<file path="src/rtl/des_pkg.sv">
// Shared types and constants for the time-multiplexed DES S-box stage.
// SBOX_TABLE[box][row][col] holds the standard DES S1..S8 4-bit outputs.
package des_pkg;

    localparam int unsigned NCHUNK = 8;

    typedef enum logic [1:0] {
        IDLE = 2'd0,
        RUN  = 2'd1,
        DONE = 2'd2
    } sbox_seq_state_t;

    localparam logic [3:0] SBOX_TABLE [8][4][16] = '{
        '{ // S1
            '{4'd14, 4'd4,  4'd13, 4'd1,  4'd2,  4'd15, 4'd11, 4'd8,  4'd3,  4'd10, 4'd6,  4'd12, 4'd5,  4'd9,  4'd0,  4'd7},
            '{4'd0,  4'd15, 4'd7,  4'd4,  4'd14, 4'd2,  4'd13, 4'd1,  4'd10, 4'd6,  4'd12, 4'd11, 4'd9,  4'd5,  4'd3,  4'd8},
            '{4'd4,  4'd1,  4'd14, 4'd8,  4'd13, 4'd6,  4'd2,  4'd11, 4'd15, 4'd12, 4'd9,  4'd7,  4'd3,  4'd10, 4'd5,  4'd0},
            '{4'd15, 4'd12, 4'd8,  4'd2,  4'd4,  4'd9,  4'd1,  4'd7,  4'd5,  4'd11, 4'd3,  4'd14, 4'd10, 4'd0,  4'd6,  4'd13}
        },
        '{ // S2
            '{4'd15, 4'd1,  4'd8,  4'd14, 4'd6,  4'd11, 4'd3,  4'd4,  4'd9,  4'd7,  4'd2,  4'd13, 4'd12, 4'd0,  4'd5,  4'd10},
            '{4'd3,  4'd13, 4'd4,  4'd7,  4'd15, 4'd2,  4'd8,  4'd14, 4'd12, 4'd0,  4'd1,  4'd10, 4'd6,  4'd9,  4'd11, 4'd5},
            '{4'd0,  4'd14, 4'd7,  4'd11, 4'd10, 4'd4,  4'd13, 4'd1,  4'd5,  4'd8,  4'd12, 4'd6,  4'd9,  4'd3,  4'd2,  4'd15},
            '{4'd13, 4'd8,  4'd10, 4'd1,  4'd3,  4'd15, 4'd4,  4'd2,  4'd11, 4'd6,  4'd7,  4'd12, 4'd0,  4'd5,  4'd14, 4'd9}
        },
        '{ // S3
            '{4'd10, 4'd0,  4'd9,  4'd14, 4'd6,  4'd3,  4'd15, 4'd5,  4'd1,  4'd13, 4'd12, 4'd7,  4'd11, 4'd4,  4'd2,  4'd8},
            '{4'd13, 4'd7,  4'd0,  4'd9,  4'd3,  4'd4,  4'd6,  4'd10, 4'd2,  4'd8,  4'd5,  4'd14, 4'd12, 4'd11, 4'd15, 4'd1},
            '{4'd13, 4'd6,  4'd4,  4'd9,  4'd8,  4'd15, 4'd3,  4'd0,  4'd11, 4'd1,  4'd2,  4'd12, 4'd5,  4'd10, 4'd14, 4'd7},
            '{4'd1,  4'd10, 4'd13, 4'd0,  4'd6,  4'd9,  4'd8,  4'd7,  4'd4,  4'd15, 4'd14, 4'd3,  4'd11, 4'd5,  4'd2,  4'd12}
        },
        '{ // S4
            '{4'd7,  4'd13, 4'd14, 4'd3,  4'd0,  4'd6,  4'd9,  4'd10, 4'd1,  4'd2,  4'd8,  4'd5,  4'd11, 4'd12, 4'd4,  4'd15},
            '{4'd13, 4'd8,  4'd11, 4'd5,  4'd6,  4'd15, 4'd0,  4'd3,  4'd4,  4'd7,  4'd2,  4'd12, 4'd1,  4'd10, 4'd14, 4'd9},
            '{4'd10, 4'd6,  4'd9,  4'd0,  4'd12, 4'd11, 4'd7,  4'd13, 4'd15, 4'd1,  4'd3,  4'd14, 4'd5,  4'd2,  4'd8,  4'd4},
            '{4'd3,  4'd15, 4'd0,  4'd6,  4'd10, 4'd1,  4'd13, 4'd8,  4'd9,  4'd4,  4'd5,  4'd11, 4'd12, 4'd7,  4'd2,  4'd14}
        },
        '{ // S5
            '{4'd2,  4'd12, 4'd4,  4'd1,  4'd7,  4'd10, 4'd11, 4'd6,  4'd8,  4'd5,  4'd3,  4'd15, 4'd13, 4'd0,  4'd14, 4'd9},
            '{4'd14, 4'd11, 4'd2,  4'd12, 4'd4,  4'd7,  4'd13, 4'd1,  4'd5,  4'd0,  4'd15, 4'd10, 4'd3,  4'd9,  4'd8,  4'd6},
            '{4'd4,  4'd2,  4'd1,  4'd11, 4'd10, 4'd13, 4'd7,  4'd8,  4'd15, 4'd9,  4'd12, 4'd5,  4'd6,  4'd3,  4'd0,  4'd14},
            '{4'd11, 4'd8,  4'd12, 4'd7,  4'd1,  4'd14, 4'd2,  4'd13, 4'd6,  4'd15, 4'd0,  4'd9,  4'd10, 4'd4,  4'd5,  4'd3}
        },
        '{ // S6
            '{4'd12, 4'd1,  4'd10, 4'd15, 4'd9,  4'd2,  4'd6,  4'd8,  4'd0,  4'd13, 4'd3,  4'd4,  4'd14, 4'd7,  4'd5,  4'd11},
            '{4'd10, 4'd15, 4'd4,  4'd2,  4'd7,  4'd12, 4'd9,  4'd5,  4'd6,  4'd1,  4'd13, 4'd14, 4'd0,  4'd11, 4'd3,  4'd8},
            '{4'd9,  4'd14, 4'd15, 4'd5,  4'd2,  4'd8,  4'd12, 4'd3,  4'd7,  4'd0,  4'd4,  4'd10, 4'd1,  4'd13, 4'd11, 4'd6},
            '{4'd4,  4'd3,  4'd2,  4'd12, 4'd9,  4'd5,  4'd15, 4'd10, 4'd11, 4'd14, 4'd1,  4'd7,  4'd6,  4'd0,  4'd8,  4'd13}
        },
        '{ // S7
            '{4'd4,  4'd11, 4'd2,  4'd14, 4'd15, 4'd0,  4'd8,  4'd13, 4'd3,  4'd12, 4'd9,  4'd7,  4'd5,  4'd10, 4'd6,  4'd1},
            '{4'd13, 4'd0,  4'd11, 4'd7,  4'd4,  4'd9,  4'd1,  4'd10, 4'd14, 4'd3,  4'd5,  4'd12, 4'd2,  4'd15, 4'd8,  4'd6},
            '{4'd1,  4'd4,  4'd11, 4'd13, 4'd12, 4'd3,  4'd7,  4'd14, 4'd10, 4'd15, 4'd6,  4'd8,  4'd0,  4'd5,  4'd9,  4'd2},
            '{4'd6,  4'd11, 4'd13, 4'd8,  4'd1,  4'd4,  4'd10, 4'd7,  4'd9,  4'd5,  4'd0,  4'd15, 4'd14, 4'd2,  4'd3,  4'd12}
        },
        '{ // S8
            '{4'd13, 4'd2,  4'd8,  4'd4,  4'd6,  4'd15, 4'd11, 4'd1,  4'd10, 4'd9,  4'd3,  4'd14, 4'd5,  4'd0,  4'd12, 4'd7},
            '{4'd1,  4'd15, 4'd13, 4'd8,  4'd10, 4'd3,  4'd7,  4'd4,  4'd12, 4'd5,  4'd6,  4'd11, 4'd0,  4'd14, 4'd9,  4'd2},
            '{4'd7,  4'd11, 4'd4,  4'd1,  4'd9,  4'd12, 4'd14, 4'd2,  4'd0,  4'd6,  4'd10, 4'd13, 4'd15, 4'd3,  4'd5,  4'd8},
            '{4'd2,  4'd1,  4'd14, 4'd7,  4'd4,  4'd10, 4'd8,  4'd13, 4'd15, 4'd12, 4'd9,  4'd0,  4'd3,  4'd5,  4'd6,  4'd11}
        }
    };

endpackage

</file>
<file path="src/rtl/des_sbox_lut.sv">
// Single combinational DES S-box lookup; box_sel picks S1..S8 (0..7).
module des_sbox_lut
    import des_pkg::*;
(
    input  logic [2:0] box_sel,
    input  logic [5:0] din,
    output logic [3:0] dout
);

    // Outer bits select the row, inner four bits the column.
    always_comb begin
        dout = SBOX_TABLE[box_sel][{din[5], din[0]}][din[4:1]];
    end

endmodule

</file>
<file path="src/rtl/des_sbox_sequencer.sv">
// DES S-layer stage sharing LANES S-box lookups across 8/LANES cycles per job.
// Valid/ready job interface on both sides; result held in DONE until taken.
module des_sbox_sequencer
    import des_pkg::*;
#(
    parameter int unsigned LANES = 1
) (
    input  logic        clk,
    input  logic        n_rst,
    input  logic        clear,
    input  logic        in_valid,
    output logic        in_ready,
    input  logic [47:0] in_data,
    output logic        out_valid,
    input  logic        out_ready,
    output logic [31:0] out_data
);

    localparam int unsigned NGROUP = NCHUNK / LANES;
    localparam int unsigned CNT_W  = (NGROUP > 1) ? $clog2(NGROUP) : 1;
    localparam logic [CNT_W-1:0] CNT_LAST = CNT_W'(NGROUP - 1);

    if (!(LANES == 1 || LANES == 2 || LANES == 4 || LANES == 8)) begin : g_bad_lanes
        $error("des_sbox_sequencer: LANES must be 1, 2, 4 or 8");
    end

    sbox_seq_state_t  state_q, state_d;
    logic [CNT_W-1:0] cnt_q, cnt_d;
    logic [47:0]      in_reg_q, in_reg_d;
    logic [31:0]      res_q, res_d;
    logic             in_ready_q, in_ready_d;
    logic             out_valid_q, out_valid_d;

    logic [2:0] lane_sel  [LANES];
    logic [5:0] lane_din  [LANES];
    logic [3:0] lane_dout [LANES];

    // Lane g handles chunk cnt*LANES+g of the latched word.
    for (genvar g = 0; g < LANES; g++) begin : g_lane
        assign lane_sel[g] = 3'(32'(cnt_q) * LANES + 32'(g));
        assign lane_din[g] = 6'(in_reg_q >> (6'd42 - ({3'b000, lane_sel[g]} * 6'd6)));

        des_sbox_lut u_lut (
            .box_sel (lane_sel[g]),
            .din     (lane_din[g]),
            .dout    (lane_dout[g])
        );
    end

    always_comb begin
        state_d  = state_q;
        cnt_d    = cnt_q;
        in_reg_d = in_reg_q;
        res_d    = res_q;

        if (clear) begin
            state_d = IDLE;
            cnt_d   = '0;
        end else begin
            case (state_q)
                IDLE: begin
                    if (in_valid) begin
                        in_reg_d = in_data;
                        cnt_d    = '0;
                        state_d  = RUN;
                    end
                end
                RUN: begin
                    // Chunk j lands in nibble out_data[31-4j -: 4].
                    for (int l = 0; l < int'(LANES); l++) begin
                        res_d = (res_d & ~(32'hF << (5'd28 - {lane_sel[l], 2'b00})))
                              | (32'(lane_dout[l]) << (5'd28 - {lane_sel[l], 2'b00}));
                    end
                    if (cnt_q == CNT_LAST) begin
                        cnt_d   = '0;
                        state_d = DONE;
                    end else begin
                        cnt_d = cnt_q + CNT_W'(1);
                    end
                end
                DONE: begin
                    if (out_ready) begin
                        state_d = IDLE;
                    end
                end
                default: begin
                    state_d = IDLE;
                    cnt_d   = '0;
                end
            endcase
        end

        in_ready_d  = (state_d == IDLE);
        out_valid_d = (state_d == DONE);
    end

    always_ff @(posedge clk or negedge n_rst) begin
        if (!n_rst) begin
            state_q     <= IDLE;
            cnt_q       <= '0;
            in_reg_q    <= '0;
            res_q       <= '0;
            in_ready_q  <= 1'b1;
            out_valid_q <= 1'b0;
        end else begin
            state_q     <= state_d;
            cnt_q       <= cnt_d;
            in_reg_q    <= in_reg_d;
            res_q       <= res_d;
            in_ready_q  <= in_ready_d;
            out_valid_q <= out_valid_d;
        end
    end

    assign in_ready  = in_ready_q;
    assign out_valid = out_valid_q;
    assign out_data  = res_q;

endmodule

</file>
<file path="config.mk">
export PLATFORM = sky130hd
export DESIGN_NAME = des_sbox_sequencer
export DESIGN_NICKNAME = d
export VERILOG_FILES = /design/src/rtl/des_pkg.sv /design/src/rtl/des_sbox_lut.sv /design/src/rtl/des_sbox_sequencer.sv
export SDC_FILE = /design/constraint.sdc
export NUM_CORES = 1
export LEC_CHECK = 0
export CORE_MARGIN = 2
export CORE_UTILIZATION = 40
export DETAILED_ROUTE_END_ITERATION = 10
export PLACE_DENSITY_LB_ADDON = 0.08
export SLEW_MARGIN = 25
export SYNTH_ARGS = -nofsm -noshare
export SYNTH_HDL_FRONTEND = slang
export SYNTH_SLANG_ARGS = --single-unit
</file>
<file path="constraint.sdc">
create_clock -name clk -period 7.3 [get_ports clk]
set_input_delay 1.46 -clock clk [delete_from_list [all_inputs] [get_ports clk]]
set_output_delay 1.46 -clock clk [all_outputs]
set_load 0.01 [all_outputs]
</file>
# Word level (Yosys, flattened, before mapping)
# Memories as Yosys holds them, arrays and structs flattened.
# Index checks and enable logic that the tools add are counted.
[op_classes] addsub=3 multipliers=1 order_cmp=3 eq_ne=6 shift=3 n_mux=17 n_bitwise=7 reduce_logical=5
[op_table] operator="256-bit two-way mux" count=2
[op_table] operator="64-bit binary-select mux with 2-bit select" count=1
[op_table] operator="64-bit two-way mux" count=2
[op_table] operator="48-bit by 6-bit >> shifter with 6-bit output" count=1
[op_table] operator="32-bit bitwise AND" count=1
[op_table] operator="32-bit inverter" count=1
[op_table] operator="32-bit bitwise OR" count=1
[op_table] operator="4-bit by 5-bit left shift with 32-bit output" count=1
[op_table] operator="4-bit by 5-bit left shift with 32-bit output (first input constant)" count=1
[op_table] operator="4-bit binary-select mux with 4-bit select" count=1
[op_table] operator="3-bit two-way mux" count=3
[op_table] operator="3-bit case mux with 3 select lines" count=1
[op_table] operator="2-bit two-way mux" count=4
[op_table] operator="4-bit two-way mux" count=2
[op_table] operator="2-bit case mux with 3 select lines" count=1
[op_table] operator="6-bit subtractor (first input constant)" count=1
[op_table] operator="5-bit >= comparator (second input constant)" count=1
[op_table] operator="3-bit by 2-bit multiplier with 5-bit output (second input constant)" count=1
[op_table] operator="4-bit inverter with 5-bit output" count=1
[op_table] operator="5-bit subtractor (first input constant)" count=1
[op_table] operator="2-bit == test (second input constant)" count=2
[op_table] operator="4-bit >= comparator (second input constant)" count=1
[op_table] operator="2-bit zero test" count=2
[op_table] operator="3-bit inverter with 4-bit output" count=1
[op_table] operator="10 further kinds" count=11
[totals] regBits=87 romBits=2048 input_bits=53 out_inout_bits=34 word_cells=52 memories=1
[memory_table] memory="(name not given)" depth=8 width=256 rd=1 rd_ports_with_merged_regs=0 write_ports=0 line_no="des_sbox_lut.sv:12" source="dout = SBOX_TABLE[box_sel][{din[5], din[0]}][din[4:1]];"

# Logic depth before layout (Yosys ltp)
# Gate-level depths: netlist of the first run.
[logic_depth] depth_word=12 mapped_depth=21 ltp_nobuf=12

# Hierarchy
# A second synthesis of the first run with hierarchy kept.
[unflattened] cells_unflattened=882 hier_area_um2=8027.7
[by_module_without_submodules] module="des_sbox_sequencer" instances=1 cells_each=338 area_each_um2=4629.4 seq_area_each_um2=2178.3
[by_module_without_submodules] module="des_sbox_lut" instances=1 cells_each=544 area_each_um2=3398.3 seq_area_each_um2=0.0

# Worst setup path before layout of the first run
# OpenSTA, ideal clock, no wires.
[synth_path] path_type="register to register" startpoint="register cnt_q[2]" endpoint="register res_q[16], in the netlist out_data[16]" setup_time_ps=126 arrival_ps=4959 required_ps=7174 setup_slack_ps=2215 path_stages_with_launch=20 path_buffers=9 synth_period_minus_slack_ps=5085 path_cell_list="dfrtp_1 > buf_4 > inv_1 > clkbuf_1 > clkbuf_1 > buf_1 > clkbuf_1 > ha_1 > buf_2 > clkbuf_1 > clkinv_1 > nand4_1 > nand3_2 > buf_2 > buf_2 > o311ai_0 > a21oi_1 > a31oi_1 > o2111ai_2 > a221o_1"
[synth_between] elab_chain_cells=12 elab_cells_between_ends=21 cone_classes="add/sub: 2; mul: 1; shift: 3; mux: 8; bitwise: 6; memory: 1"
[synth_lines] item="start: declaration" line_no="des_sbox_sequencer.sv:28" source="logic [CNT_W-1:0] cnt_q, cnt_d;"
[synth_lines] item="start signal: assignment" line_no="des_sbox_sequencer.sv:107" source="cnt_q <= cnt_d;"
[synth_lines] item="3-bit by 2-bit multiplier with 5-bit output or 3-bit inverter with 4-bit output (tied branches)" line_no="des_sbox_sequencer.sv:41, des_sbox_lut.sv:12"
[synth_lines] item="6-bit subtractor or memory 8 x 256 bit (tied branches)"
[synth_lines] item="48-bit by 6-bit >> shifter with 6-bit output or 256-bit two-way mux (tied branches)" line_no="des_sbox_sequencer.sv:41, des_sbox_lut.sv:12"
[synth_lines] item="2-bit inverter with 3-bit output (not written as such) or 256-bit two-way mux (tied branches)" line_no="des_sbox_lut.sv:12"
[synth_lines] item="64-bit binary-select mux with 2-bit select" line_no="des_sbox_lut.sv:12"
[synth_lines] item="64-bit two-way mux (not written as such) (2 in series)" line_no="des_sbox_lut.sv:12"
[synth_lines] item="4-bit binary-select mux with 4-bit select" line_no="des_sbox_lut.sv:12"
[synth_lines] item="4-bit two-way mux (not written as such) (2 in series)" line_no="des_sbox_lut.sv:12"
[synth_lines] item="4-bit by 5-bit left shift with 32-bit output" line_no="des_sbox_sequencer.sv:72" source="| (32'(lane_dout[l]) << (5'd28 - {lane_sel[l], 2'b00}));"
[synth_lines] item="32-bit bitwise OR (*)" line_no="des_sbox_sequencer.sv:72"
[synth_lines] item="end signal: assignment" line_no="des_sbox_sequencer.sv:109" source="res_q <= res_d;"
[synth_lines] item="end: declaration" line_no="des_sbox_sequencer.sv:30" source="logic [31:0] res_q, res_d;"
# Mark *: on every way between the ends. The rest lies on a longest branch, timed or not. The select of a mux whose other input is x is not followed.
# A chain may end at the register's enable or synchronous reset.

# Worst setup path after layout of the first run
[layout_path] startpoint="register cnt_q[2]" endpoint="register res_q[25], in the netlist out_data[25]"
# Same word-level chain as after synthesis.

==> results of run 1 <==
sequential cells by signal, summed over array words and instances, names as in the netlist:
name       count
out_data      32
out_valid      1
state_q        2
cnt_q          3
in_reg_q      48
in_ready       1
power by group:
| part | switching, mW | internal (mW) | total (mW) |
|---|---|---|---|
| registers | 0.0900 | 0.573 | 0.663 |
| clock network | 0.228 | 0.305 | 0.533 |
| logic | 1.20 | 0.637 | 1.83 |
| total | 1.51 | 1.52 | 3.03 |
worst max-delay path, delay by kind of cell, from the launching register on:
kind	cells	cell delay, ps
buf+inv	2	510
simple gates	5	2220
xor+xnor	1	220
fa+ha+maj	1	960
flops	1	720
compound gates	4	1230
kinds of logic (layout without fill, tap and decap cells):
logic type / Yosys count / after routing / synth area share (%)
fa+ha+maj: 20 / 20 / 2.98
buf+inv: 105 / 154 / 6.39
flops: 87 / 87 / 25.2
compound gates: 327 / 327 / 29.3
mux: 111 / 111 / 16.0
xor+xnor: 5 / 5 / 0.723
simple gates: 343 / 343 / 19.5
final cells by class:
class | count | area (um2) | area share, %
clock buffers | 9 | 225 | 2.25
flip-flops and latches | 87 | 2180 | 21.8
repair buffers | 123 | 1150 | 11.5
clock inverters | 7 | 103 | 1.03
multi-input cells | 806 | 5940 | 59.4
inverters | 15 | 56.3 | 0.563
well taps | 275 | 344 | 3.44
routing by layer:
layer	wire length, um	GRT usage (%)	up-vias
met3	4580	9.55	166
met4	2280	17.7	0
li1	-	-	3958
met5	0	0	-
met2	15300	47.1	688
met1	16300	48.4	4457
path summary, 6_finish.rpt:
kind | start | to | slack [ps] | depth (start not counted)
min in group asynchronous | n_rst | in_reg_q[26] | 1030 | 1
hold reg to reg | out_data[28] | out_data[28] | 480 | 2
setup / recovery | cnt_q[2] | out_data[25] | 1310 | 13
max in group asynchronous | n_rst | cnt_q[2] | 5150 | 2
hold / removal | out_data[28] | out_data[28] | 480 | 2
setup reg to reg | cnt_q[2] | out_data[25] | 1310 | 13
stage by stage:
stage,cell area [um2],util (%)
5_1_grt,10000,47.3
3_3_place_gp,9670,45.7
4_1_cts,10000,47.3
3_5_place_dp,9670,45.7
6_report,10000,47.3
2_1_floorplan,8650,-
cell usage after synthesis, drive strengths merged (4+ instances only):
| cell type | count | area (um2) |
|---|---|---|
| a211oi | 20 | 155 |
| or3 | 7 | 43.8 |
| a21oi | 50 | 250 |
| clkbuf | 41 | 154 |
| a21boi | 4 | 30.0 |
| nand4 | 15 | 100 |
| mux2i | 31 | 310 |
| nor2b | 5 | 31.3 |
| a32oi | 11 | 96.3 |
| o2111ai | 4 | 41.3 |
| mux2 | 65 | 732 |
| nor4 | 13 | 133 |
| o21ai | 46 | 230 |
| ha | 19 | 238 |
| a31oi | 21 | 171 |
| inv | 14 | 52.6 |
| a21o | 6 | 45.0 |
| and2 | 14 | 87.6 |
| o311ai | 7 | 61.3 |
| nand2 | 128 | 488 |
| mux4 | 15 | 342 |
| buf | 49 | 343 |
| nor3 | 27 | 156 |
| o211ai | 15 | 113 |
| o221ai | 20 | 236 |
| dfrtp | 86 | 2150 |
| a22oi | 10 | 75.1 |
| nor2 | 92 | 345 |
| o32ai | 8 | 77.6 |
| nand2b | 7 | 43.8 |
| a221o | 9 | 90.1 |
| o31ai | 15 | 118 |
| nand3 | 14 | 80.1 |
| o311a | 4 | 40.0 |
| o22ai | 19 | 119 |
| a311oi | 13 | 126 |
| a2111oi | 10 | 125 |
| a22o | 4 | 35.0 |
| and3 | 7 | 48.8 |
| xnor2 | 4 | 35.0 |
==> run metrics, run 1 <==
crit path time final 5990 ps; hold crit path type reg -> reg; final cycle utilization of the critical path 82.1%; Required @ worst endpoint 7560 ps; setup bufs post-CTS 0; top_reg_cell synth dfrtp_1; # DRC 0; Slew HR 31.3%; synthesized net count 1,071; maximum root-to-sink buffer count 2; GR Overflow Total 0; Placed Cells incl. Taps 1,306; sequential share of the synthesized area 25.2%; Cells after Synth 998; Slew @ Worst Pin 1030 ps; post-CTS sizing 0; Post-synth EDFFs 0; CP max stage delay 960 ps; first-pass GRT wire length 57,700 um; Critical Path, Cell by Cell fa_1 > nand2_1 > xnor2_1 > buf_4 > nor4_4 > nor3_4 > buf_4 > nor3_1 > a2111oi_0 > a2111oi_0 > o211ai_1 > and4_1 > o221ai_1; Routed Wire Length 38,400 um; DR vias/cell 7.01; post-DR wirelength/cell 29.1 um; chip height 151 um; row count 53; crit path launch type register; Layout Skew 12.5 ps; setup ws final 1310 ps; MaxCap Viol Count 0; critical path capture point type register; TritonRoute pass-1 iters 5; Slowest cell on crit path fa_1; kind of critical path reg -> reg; initial antenna violation count 0; synthesized area per cell 8.67 um2; I/O pin count 87; Synth warnings 0; vias in the first global route 8,874; initial detailed-routing violation count 1,521; Tot Pwr 3.03 mW; Hold Fails Final Rpt 0; Layout Cells excl Fill 1,322; core area 21,200 um2; Die X 151 um; Antenna Nets Post-Route 0; Fin Setup TNS 0 ps; Worst-Skew Late Latency 360 ps; Area growth syn-to-layout 15.6%; largest net degree at the start of global routing 71; Die Area 22,800 um2; register bit count reported by yosys 87; diode count 0; pre-CTS setup slack 1550 ps; RSZ-0062 raised after global routing false; Unique masters post-synth 98; Worst-path clk slew 70 ps; status complete, no violations; total CTS buffers 9; clock tree from TritonCTS built; cts hold-fix bufs 0; Tot GR Track Use 34.2%; Arr. time, crit path 6250 ps; synthesized area 8650 um2; CTS sink count 87; maximum vdd drop 137 uV; Max Clk Rate 0.167 GHz; PD cells 303 nW/um2; Pins Over Slew Limit 0; CTS root buf clkbuf_16; commonest non-fill, non-tap cell in the layout nand2_1; Starting Density 40.9%; Post-DP HPWL 27,300 um; Filler cells 2,085; worst-case hold slack 483 ps; setup violators final 0; ys async rst share 100%; routability cong. 1.07; IO Port Bufs 86; most frequent cells in the layout 127 x nand2_1, 92 x nor2_1, 85 x clkdlybuf4s50_1, 84 x dfrtp_1, 64 x mux2_2; H-tree level count 3; vias 9,269; P_leak 3.69 nW; share of layout cells above drive strength 1 17.6%; Final #Nets 1,115; critical path peak fanout 53
(Power assumes the default switching activity.)
==> run 2, diff against run 1 <==
- clock period: 7.3 -> 5.29 ns (I/O delays scaled with it)
==> run 2 against run 1 <==
Compared with the run above:
- cell count increased by 2.0%
- sequential share of layout area decreased by 0.45 points
- worst setup slack got worse by 1100 ps
- power increased by 41%
- clock skew increased by 4.1 ps
- via count increased by 1.3%
- clock power increased by 27%
- non-clock buffer count increased by 26
- combinational power increased by 47%
- hold slack got worse by 14 ps
- sequential power increased by 37%
- clock-buffer cell count unchanged
- largest cell class unchanged
==> run metrics, run 2 (synthesis gave the netlist of run 1 again) <==
diode count 0 (unchanged); Antenna Nets Post-Route 0 (unchanged); setup bufs post-CTS 0 (unchanged); Die X 151 um (unchanged); vias in the first global route 9,022 (was 8,874); commonest non-fill, non-tap cell in the layout nand2_1 (unchanged); Routed Wire Length 39,500 um (was 38,400 um); Logic pwr share 62.9% (was 60.5%); Post-Route Utilization 48.3% (was 47.3%); Final #Nets 1,141 (was 1,115); cts hold-fix bufs 0 (unchanged); Critical Path, Cell by Cell ha_1 > fa_1 > and2_1 > xnor2_1 > a211oi_1 > buf_4 > nor3_2 > nand2_1 > a2111oi_0 > a211oi_1 > nand2_1 > and4_1 > o221ai_1 (was fa_1 > nand2_1 > xnor2_1 > buf_4 > nor4_4 > nor3_4 > buf_4 > nor3_1 > a2111oi_0 > a2111oi_0 > o211ai_1 > and4_1 > o221ai_1); Filler cells 2,097 (was 2,085); final cycle utilization of the critical path 95.9% (was 82.1%); crit path launch type register (unchanged); switching power 2.18 mW (was 1.51 mW); Tot Pwr 4.27 mW (was 3.03 mW); Starting Density 40.9% (unchanged); Max Clk Rate 0.197 GHz (was 0.167 GHz); Placed Cells incl. Taps 1,332 (was 1,306); routability cong. 1.02 (was 1.07); row count 53 (unchanged); Worst-Skew Late Latency 350 ps (was 360 ps); Arr. time, crit path 5280 ps (was 6250 ps); post-CTS sizing 0 (unchanged); P_leak 3.82 nW (was 3.69 nW); core area 21,200 um2 (unchanged); I/O pin count 87 (unchanged); hold crit path type reg -> reg (unchanged); maximum vdd drop 190 uV (was 137 uV); TritonRoute pass-1 iters 6 (was 5); # DRC 0 (unchanged); Post-DP HPWL 28,600 um (was 27,300 um); total CTS buffers 9 (unchanged); Sw Share 50.9% (was 50.0%); Slew HR 31.8% (was 31.3%); H-tree level count 3 (unchanged); GR Overflow Total 0 (unchanged); IO Port Bufs 86 (unchanged); Clock power frac 15.9% (was 17.6%); Die Area 22,800 um2 (unchanged); DR vias/cell 6.96 (was 7.01); vias 9,386 (was 9,269); Largest Register in_reg_q (unchanged); Hold Fails Final Rpt 0 (unchanged); CTS root buf clkbuf_16 (unchanged); post-DR wirelength/cell 29.3 um (was 29.1 um); chip height 151 um (unchanged); Internal Dissipation 2.10 mW (was 1.52 mW); most frequent cells in the layout 127 x nand2_1, 92 x nor2_1, 85 x clkdlybuf4s50_1, 84 x dfrtp_1, 64 x mux2_2 (unchanged); critical path peak fanout 10 (was 53); RSZ-0062 raised after global routing false (unchanged); Slowest cell on crit path a2111oi_0 (was fa_1); initial detailed-routing violation count 1,387 (was 1,521); Slew @ Worst Pin 1020 ps (was 1030 ps); MaxCap Viol Count 0 (unchanged); Required @ worst endpoint 5500 ps (was 7560 ps); initial antenna violation count 0 (unchanged); Layout Skew 16.5 ps (was 12.5 ps); Worst-path clk slew 80 ps (was 70 ps); kind of critical path reg -> reg (unchanged); critical path capture point type register (unchanged); maximum root-to-sink buffer count 2 (unchanged); sequential power share 21.2% (was 21.9%); Largest register FFs 48 (unchanged); CTS sink count 87 (unchanged); Fin Setup TNS 0 ps (unchanged); Tot GR Track Use 34.9% (was 34.2%); PD cells 418 nW/um2 (was 303 nW/um2); Area growth syn-to-layout 18.0% (was 15.6%); Layout Cells excl Fill 1,348 (was 1,322); largest net degree at the start of global routing 70 (was 71); Pins Over Slew Limit 0 (unchanged); first-pass GRT wire length 58,700 um (was 57,700 um); status complete, no violations (unchanged); share of layout cells above drive strength 1 19.4% (was 17.6%); crit path time final 5070 ps (was 5990 ps); setup violators final 0 (unchanged); CP max stage delay 610 ps (was 960 ps); clock tree from TritonCTS built (unchanged)
-- run 2: cell types whose count changed in the layout (fill, tap and decap cells not counted) --
cell	previous run	this run
buf_4	37	60
clkinv_8	0	4
clkinv_2	1	0
inv_8	1	0
buf_12	1	4
nor4_1	7	9
nor4_2	3	1
bufinv_16	2	0
-- run 2: metal layers --
metal	track usage, %	wire (um)	vias up	part of all wire, %
met3	7.89	4510	154	11
li1	-	-	4008	-
met4	18.5	2320	0	5.9
met5	0	0	-	0
met2	47.8	15900	676	40
met1	50.7	16800	4548	42
-- run 2: layout make-up --
type                            instances  area, um2  share of cell area [%]
Clock buffer                            9        225                    2.21
Clock inverter                          7       91.3                   0.895
Inverter                               15       56.3                   0.551
Multi-Input combinational cell        806       5930                    58.1
Sequential cell                        87       2180                    21.4
Tap cell                              275        344                    3.37
Timing Repair Buffer                  149       1380                    13.5
-- run 2: stage by stage --
step | hold slack (ps) | cell area, um2 | setup WS, ps
global placement | 453 | 9890 | 463
detailed placement | 456 | 9890 | 439
CTS | 475 | 10200 | 406
finish | 469 | 10200 | 217
global route | 513 | 10200 | 81.4
floorplan | 475 | 8650 | 205
-- run 2: critical path, delay by kind of cell, from the launching register on --
kind	cells	cell delay, ps
and+or+nand+nor	5	1940
AOI/OAI and AO/OA	4	1050
adders and majority gates	2	780
xor gates and xnor gates	1	500
DFF	1	450
buffers and inverters	1	190
-- run 2: final timing paths --
path / start / end / slack [ps] / cells after the start
min: out_data[12] / out_data[12] / 470 / 2
max: cnt_q[1] / out_data[17] / 220 / 13
max reg2reg: cnt_q[1] / out_data[17] / 220 / 13
max in group asynchronous: n_rst / cnt_q[2] / 3610 / 2
min reg2reg: out_data[12] / out_data[12] / 470 / 2
min in group asynchronous: n_rst / in_reg_q[26] / 720 / 1
-- run 2: power groups by stage --
| stage | Combinational, mW | Clock [mW] | Sequential, mW |
|---|---|---|---|
| 3_3_place_gp | 2.63 | 0 | 0.915 |
| 3_5_place_dp | 2.56 | 0 | 0.916 |
| 6_report | 2.69 | 0.679 | 0.907 |
| 5_1_grt | 2.78 | 0.718 | 0.924 |
| 2_1_floorplan | 1.60 | 0 | 0.894 |
| 4_1_cts | 2.58 | 0.692 | 0.906 |
==> run 3, diff against run 2 <==
- SLEW_MARGIN: 25 -> 40
==> run 3 against run 2 <==
Compared with the run above:
- flip-flop and latch count stayed put
- wire length is 0.62% higher
- clock-buffer cell count stayed put
- largest cell class unchanged
- largest power group unchanged
- highest routed layer unchanged
==> run metrics, run 3 (synthesis gave the netlist of run 1 again) <==
status complete, no violations (unchanged); Routed Wire Length 39,700 um (was 39,500 um); maximum root-to-sink buffer count 2 (unchanged); CTS root buf clkbuf_16 (unchanged); Final #Nets 1,141 (unchanged); chip height 151 um (unchanged); crit path time final 5160 ps (was 5070 ps); met2 usage 48.8% (was 47.8%); CP max stage delay 750 ps (was 610 ps); RSZ-0062 raised after global routing false (unchanged); kind of critical path reg -> reg (unchanged); Critical Path, Cell by Cell ha_1 > fa_1 > buf_4 > nor2_1 > a22oi_1 > nand4_1 > buf_4 > a31oi_1 > nor3_1 > o32ai_1 > nor4_1 > nand4b_2 > o21ai_1 > a21o_1 (was ha_1 > fa_1 > and2_1 > xnor2_1 > a211oi_1 > buf_4 > nor3_2 > nand2_1 > a2111oi_0 > a211oi_1 > nand2_1 > and4_1 > o221ai_1); met1 Track Usage GR 50.4% (was 50.7%); GR Overflow Total 0 (unchanged); layer with the highest usage met1 (unchanged); first-pass GRT wire length 59,300 um (was 58,700 um); core area 21,200 um2 (unchanged); cts hold-fix bufs 0 (unchanged); Filler cells 2,070 (was 2,097); worst-case hold slack 468 ps (was 469 ps); H-tree level count 3 (unchanged); Slowest cell on crit path o32ai_1 (was a2111oi_0); P_leak 3.82 nW (about the same); Antenna Nets Post-Route 0 (unchanged); Die Area 22,800 um2 (unchanged); Fin Setup TNS 0 ps (unchanged); hold crit path type reg -> reg (unchanged); post-DR wirelength/cell 29.5 um (was 29.3 um); Die X 151 um (unchanged); Layout Skew 14.2 ps (was 16.5 ps); Required @ worst endpoint 5580 ps (was 5500 ps); Post-DP HPWL 28,700 um (was 28,600 um); Area growth syn-to-layout 18.1% (was 18.0%); initial antenna violation count 0 (unchanged); Placed Area 9900 um2 (was 9890 um2); DR vias/cell 7.06 (was 6.96); clock tree from TritonCTS built (unchanged); critical path peak fanout 12 (was 10); largest net degree at the start of global routing 70 (unchanged); I/O pin count 87 (unchanged); vias in the first global route 9,063 (was 9,022); Slew HR 37.5% (was 31.8%); pre-CTS setup slack 413 ps (was 439 ps); Pins Over Slew Limit 0 (unchanged); setup ws final 129 ps (was 217 ps); vias 9,517 (was 9,386); post-CTS sizing 0 (unchanged); Arr. time, crit path 5450 ps (was 5280 ps); TritonRoute pass-1 iters 5 (was 6); critical path capture point type register (unchanged); critical path's most frequent cell buf_4; routability cong. 1.02 (unchanged); setup bufs post-CTS 0 (unchanged); initial detailed-routing violation count 1,324 (was 1,387); Largest register FFs 48 (unchanged); total CTS buffers 9 (unchanged); Largest Register in_reg_q (unchanged); Hold Fails Final Rpt 0 (unchanged); commonest non-fill, non-tap cell in the layout nand2_1 (unchanged); Worst-Skew Late Latency 360 ps (was 350 ps); row count 53 (unchanged); IO Port Bufs 86 (unchanged); Tot GR Track Use 35.1% (was 34.9%); design area 10,200 um2 (about the same); diode count 0 (unchanged); share of layout cells above drive strength 1 19.7% (was 19.4%); setup violators final 0 (unchanged); crit path launch type register (unchanged); Slew @ Worst Pin 927 ps (was 1020 ps); CTS sink count 87 (unchanged); maximum vdd drop 177 uV (was 190 uV); final cycle utilization of the critical path 97.6% (was 95.9%); Max Clk Rate 0.194 GHz (was 0.197 GHz); MaxCap Viol Count 0 (unchanged); # DRC 0 (unchanged); most frequent cells in the layout 127 x nand2_1, 92 x nor2_1, 85 x clkdlybuf4s50_1, 84 x dfrtp_1, 64 x mux2_2 (unchanged); Worst-path clk slew 90 ps (was 80 ps); met3 Usage GRT 9.19% (was 7.89%); Starting Density 40.9% (unchanged); PD cells 419 nW/um2 (was 418 nW/um2)
==> run 3: where the power goes <==
part           switching, mW  internal (mW)  total (mW)
Combinational           1.74          0.966        2.70
Sequential             0.116          0.791       0.907
Clock                  0.336          0.339       0.675
Total                   2.19           2.10        4.28
==> run 3: per-stage QoR <==
stage | util [%] | power, mW | std cells
2_1_floorplan | - | 2.49 | 998
3_3_place_gp | 46.8 | 3.54 | 1332
3_5_place_dp | 46.8 | 3.49 | 1332
4_1_cts | 48.2 | 4.17 | 1348
5_1_grt | 48.3 | 4.43 | 1348
6_report | 48.3 | 4.28 | 1348
==> run 3: critical path: cells and delay by family (launching register included) <==
family | cells | cell delay, ps
fa+ha+maj | 2 | 840
buf+inv | 2 | 550
compound gates | 5 | 1970
flops | 1 | 450
simple gates | 5 | 1280
==> run 3: path summary, 6_finish.rpt <==
path                                    from      endpoint  slack (ps)  depth (start not counted)
worst min register to register  out_data[12]  out_data[12]         470                          2
min in group asynchronous              n_rst  in_reg_q[26]         710                          1
worst min-delay path            out_data[12]  out_data[12]         470                          2
worst max-delay path                cnt_q[1]   out_data[3]         130                         14
max in group asynchronous              n_rst      cnt_q[2]        3600                          2
worst max register to register      cnt_q[1]   out_data[3]         130                         14
==> run 3: final cells by class <==
cell class / count / area, um2 / area share [%]
clock inverters: 7 / 81.3 / 0.796
repair buffers: 149 / 1390 / 13.6
flip-flops and latches: 87 / 2180 / 21.4
clock buffers: 9 / 225 / 2.20
well taps: 275 / 344 / 3.37
multi-input cells: 806 / 5950 / 58.2
inverters: 15 / 56.3 / 0.551
==> run 3: routing by layer <==
layer  vias up  share of wire, %
li1       4013                 -
met1      4630                42
met2       708                40
met3       166                12
met4         0               5.5
met5         -                 0
==> patch 1 (flow settings as in run 1) <==
The package constant `NCHUNK` goes from 8 to 4.
--- a/src/rtl/des_pkg.sv
+++ b/src/rtl/des_pkg.sv
@@ -2,7 +2,7 @@
 // SBOX_TABLE[box][row][col] holds the standard DES S1..S8 4-bit outputs.
 package des_pkg;
 
-    localparam int unsigned NCHUNK = 8;
+    localparam int unsigned NCHUNK = 4;
 
     typedef enum logic [1:0] {
         IDLE = 2'd0,
Check against the original RTL: not equivalent (a bounded check fails within 10 cycles, from zero or initial values and one cycle with n_rst low).
==> patch 1 against run 1 <==
  * Wire length shrank 46%
  * Final cell count down 32%
  * Worst setup slack improved by 730 ps
  * Via count down 36%
  * Sequential cell count decreased by 17
  * Hold slack improved by 12 ps
  * Synthesized area shrank 28%
  * Count of clock-buffer cells in the layout unchanged
  * Critical path type unchanged
  * Final area is 28% lower
  * Power fell by 25%
  * Core utilization increased by 0.24 points
  * Die area shrank 28%
==> patch 1: results <==
metrics = {
    "global_route": {
        "grt_pass1_vias": 5749,
        "grt_pass1_wl_um": 32800,
        "grt.total_usage": 0.257,
    },
    "clock_tree": {
        "path_clk_slew_ps": 60,
        "h-tree-depth": 3,
        "cts-resized-gates": 0,
        "clock_path_buffers": 2,
        "post-cts-setup-buffers": 0,
        "clk_latency_ps": 340,
        "clock-sinks": 70,
    },
    "finish": {
        "seq_area_mm2": 0.00175,
        "nNonClkBuffers": 88,
        "fill_cells": 1469,
        "nMultiInputCombCells": 525,
        "drive_above_1_share": 0.191,
        "layout.nonclk_buf_frac": 0.115,
        "multi_input_area_share": 0.560,
        "finalNetCount": 765,
        "clkCellAreaFrac": 0.0454,
        "n_all_inverters": 8,
    },
    "worst_setup_path": {
        "cp-startpoint": "cnt_q[1]$_DFFE_PN0P_",
        "critPathMaxStageDelay_ps": 840,
        "crit_path_max_fanout": 18,
        "rrSetupSlack_ps": 2040,
        "slowest_stage": "a2111oi_0",
        "reg2reg_to": "out_data[17]$_DFFE_PN0P_",
    },
    "pwr": {
        "ir_drop_v": 0.000170,
        "leakagePower_uw": 0.00266,
    },
    "worst_hold_path": {
        "hold_depth": 1,
        "min_to": "out_data[30]$_DFFE_PN0P_",
        "holdCritStartpoint": "out_data[30]$_DFFE_PN0P_",
    },
    "placement": {
        "gp_congestion": 0.935,
        "dp_hpwl_um": 14600,
        "port_buffers": 70,
    },
    "route": {
        "wl_per_cell_um": 23.1,
        "drtIter0Drc": 541,
        "vias": 5908,
    },
    "yosys": {
        "synth_common_cells": "dfrtp_1, mux2_2, nand2_1",
        "synth_cell_types": 83,
        "synthMuxAreaShare": 0.198,
        "yosysTopAreaCellShare": 0.278,
        "synth_compound_gate_area_share": 0.251,
        "ys_top_cells_by_area": "dfrtp_1, mux2_2, mux4_2",
        "synth_seq_area_share": 0.283,
        "synth_xor_xnor_area_share": 0.00989,
        "synth_adder_area_share": 0.0202,
    },
    "status": {
        "status": "complete, no violations",
    },
    "sta": {
        "skew_ps": 10.4,
        "worstMarginPinSlew_ps": 1090,
    },
}
==> patch 1: cell count changes after synthesis, moves of 17 or more <==
cell and change:
a21oi_1 -25, o22ai_1 -18, nand2_1 -83, dfrtp_1 -17
clkbuf_1 -20, nor2_1 -50
==> patch 1: layer usage <==
metal  wire (um)  global-route usage
met1        8780               0.349
met2        9560               0.397
met3        1410              0.0428
met4         930               0.132
met5           0                   0
==> patch 1: per-stage QoR <==
step	util	cell area [um^2]	cells	setup WS, ps	hold WS [ps]
after global placement	0.453	6890	879	2260	475
final	0.475	7220	895	2040	495
after floorplan	-	6260	681	2940	480
after detailed placement	0.454	6900	879	2170	480
after CTS	0.475	7220	895	2150	495
after global routing	0.475	7220	895	1790	529
==> patch 1: where the power goes <==
group / internal (uW) / switching [uW] / leakage (uW)
Combinational: 492 / 742 / 0.00165
Clock: 303 / 186 / 0.000157
Sequential: 476 / 73.2 / 0.000855
Total: 1270 / 1000 / 0.00266
==> patch 2 (settings of run 1) <==
Made on the original files. The 3 states of `sbox_seq_state_t` get a one-hot encoding in 3 bits.
--- a/src/rtl/des_pkg.sv
+++ b/src/rtl/des_pkg.sv
@@ -4,10 +4,10 @@
 
     localparam int unsigned NCHUNK = 8;
 
-    typedef enum logic [1:0] {
-        IDLE = 2'd0,
-        RUN  = 2'd1,
-        DONE = 2'd2
+    typedef enum logic [2:0] {
+        IDLE = 3'b001,
+        RUN  = 3'b010,
+        DONE = 3'b100
     } sbox_seq_state_t;
 
     localparam logic [3:0] SBOX_TABLE [8][4][16] = '{
Behaviour: no difference found for any inputs over 4 cycles, from zero or initial values and one cycle with n_rst low; so few cycles prove little.
==> patch 2 against run 1 <==
  * Critical path depth rose by 4
  * Global-route usage decreased by 0.19 points
  * Power shrank 26%
  * Count of clock-buffer cells in the layout stayed put
  * Synthesized area is 0.25% lower
  * Core utilization hardly changed
  * Clock skew shrank 1.6 ps
  * Worst setup slack better by 77 ps
  * Sequential cell count is 1 higher
  * Combinational power fell by 39%
  * Final area shrank 0.36%
  * Wire length fell by 1.5%
  * Via count fell by 2.1%
  * Largest power group unchanged
==> patch 2: results <==
metrics = {
    "global_route": {
        "grt_util_met3": 0.0937,
        "gr-usage-met1": 0.476,
        "grt_max_degree": 79,
    },
    "yosys": {
        "synth_nets": 1050,
        "synth_xor_xnor_area_share": 0.0110,
        "yosysTopAreaCellShare": 0.249,
        "synth_common_cells": "nand2_1, dfrtp_1, nor2_1",
        "synth_adder_area_share": 0.0284,
        "synth_seq_area_share": 0.255,
    },
    "placement": {
        "dp_slack_ps": 1570,
        "place_area_mm2": 0.00962,
        "gp_congestion": 1.03,
        "dp_hpwl_um": 26800,
    },
    "route": {
        "wl_met2_um": 15400,
        "vias": 9076,
        "drtIter0Drc": 1081,
        "wl_met3_um": 4320,
    },
    "worst_setup_path": {
        "rr_worst_depth": 17,
        "crit_path_max_fanout": 19,
        "arrival_ps": 6160,
        "reg2reg_to": "out_data[30]$_DFFE_PN0P_",
    },
    "sta": {
        "min_period_ps": 5910,
    },
    "floorplan": {
        "core_area_mm2": 0.0211,
    },
    "status": {
        "status": "complete, no violations",
    },
    "worst_hold_path": {
        "holdCritStartpoint": "out_data[8]$_DFFE_PN0P_",
    },
    "pwr": {
        "ir_drop_v": 0.000131,
    },
    "finish": {
        "drive_above_1_share": 0.167,
    },
}
## patch 2: changes by cell type in the layout (fill, tap and decap cells not counted), moves of 10 or more
cell	delta
a21oi_1	-10
mux2i_1	+19
mux4_2	+11
nand2_1	-13
nand3_1	+17
nor2_1	-25
o211ai_1	+25
o22ai_1	-11
## patch 2: through the flow
step / power (uW) / cells / util
floorplan: 1310 / 978 / -
global placement: 1720 / 1273 / 0.456
detailed placement: 1690 / 1273 / 0.456
CTS: 2200 / 1289 / 0.471
global route: 2340 / 1290 / 0.473
finish: 2250 / 1290 / 0.473
## patch 2: layout make-up
type	instances	area share
multi-input combinational	775	0.591
sequential	88	0.221
timing repair buffer	120	0.115
tap	275	0.0345
clock buffer	9	0.0226
clock inverter	7	0.00929
inverter	16	0.00603
## patch 2: where the power goes
group / total (uW) / switching (uW) / internal (uW)
clock: 503 / 226 / 276
sequential: 638 / 75.2 / 562
combinational: 1110 / 695 / 412
total: 2250 / 996 / 1250
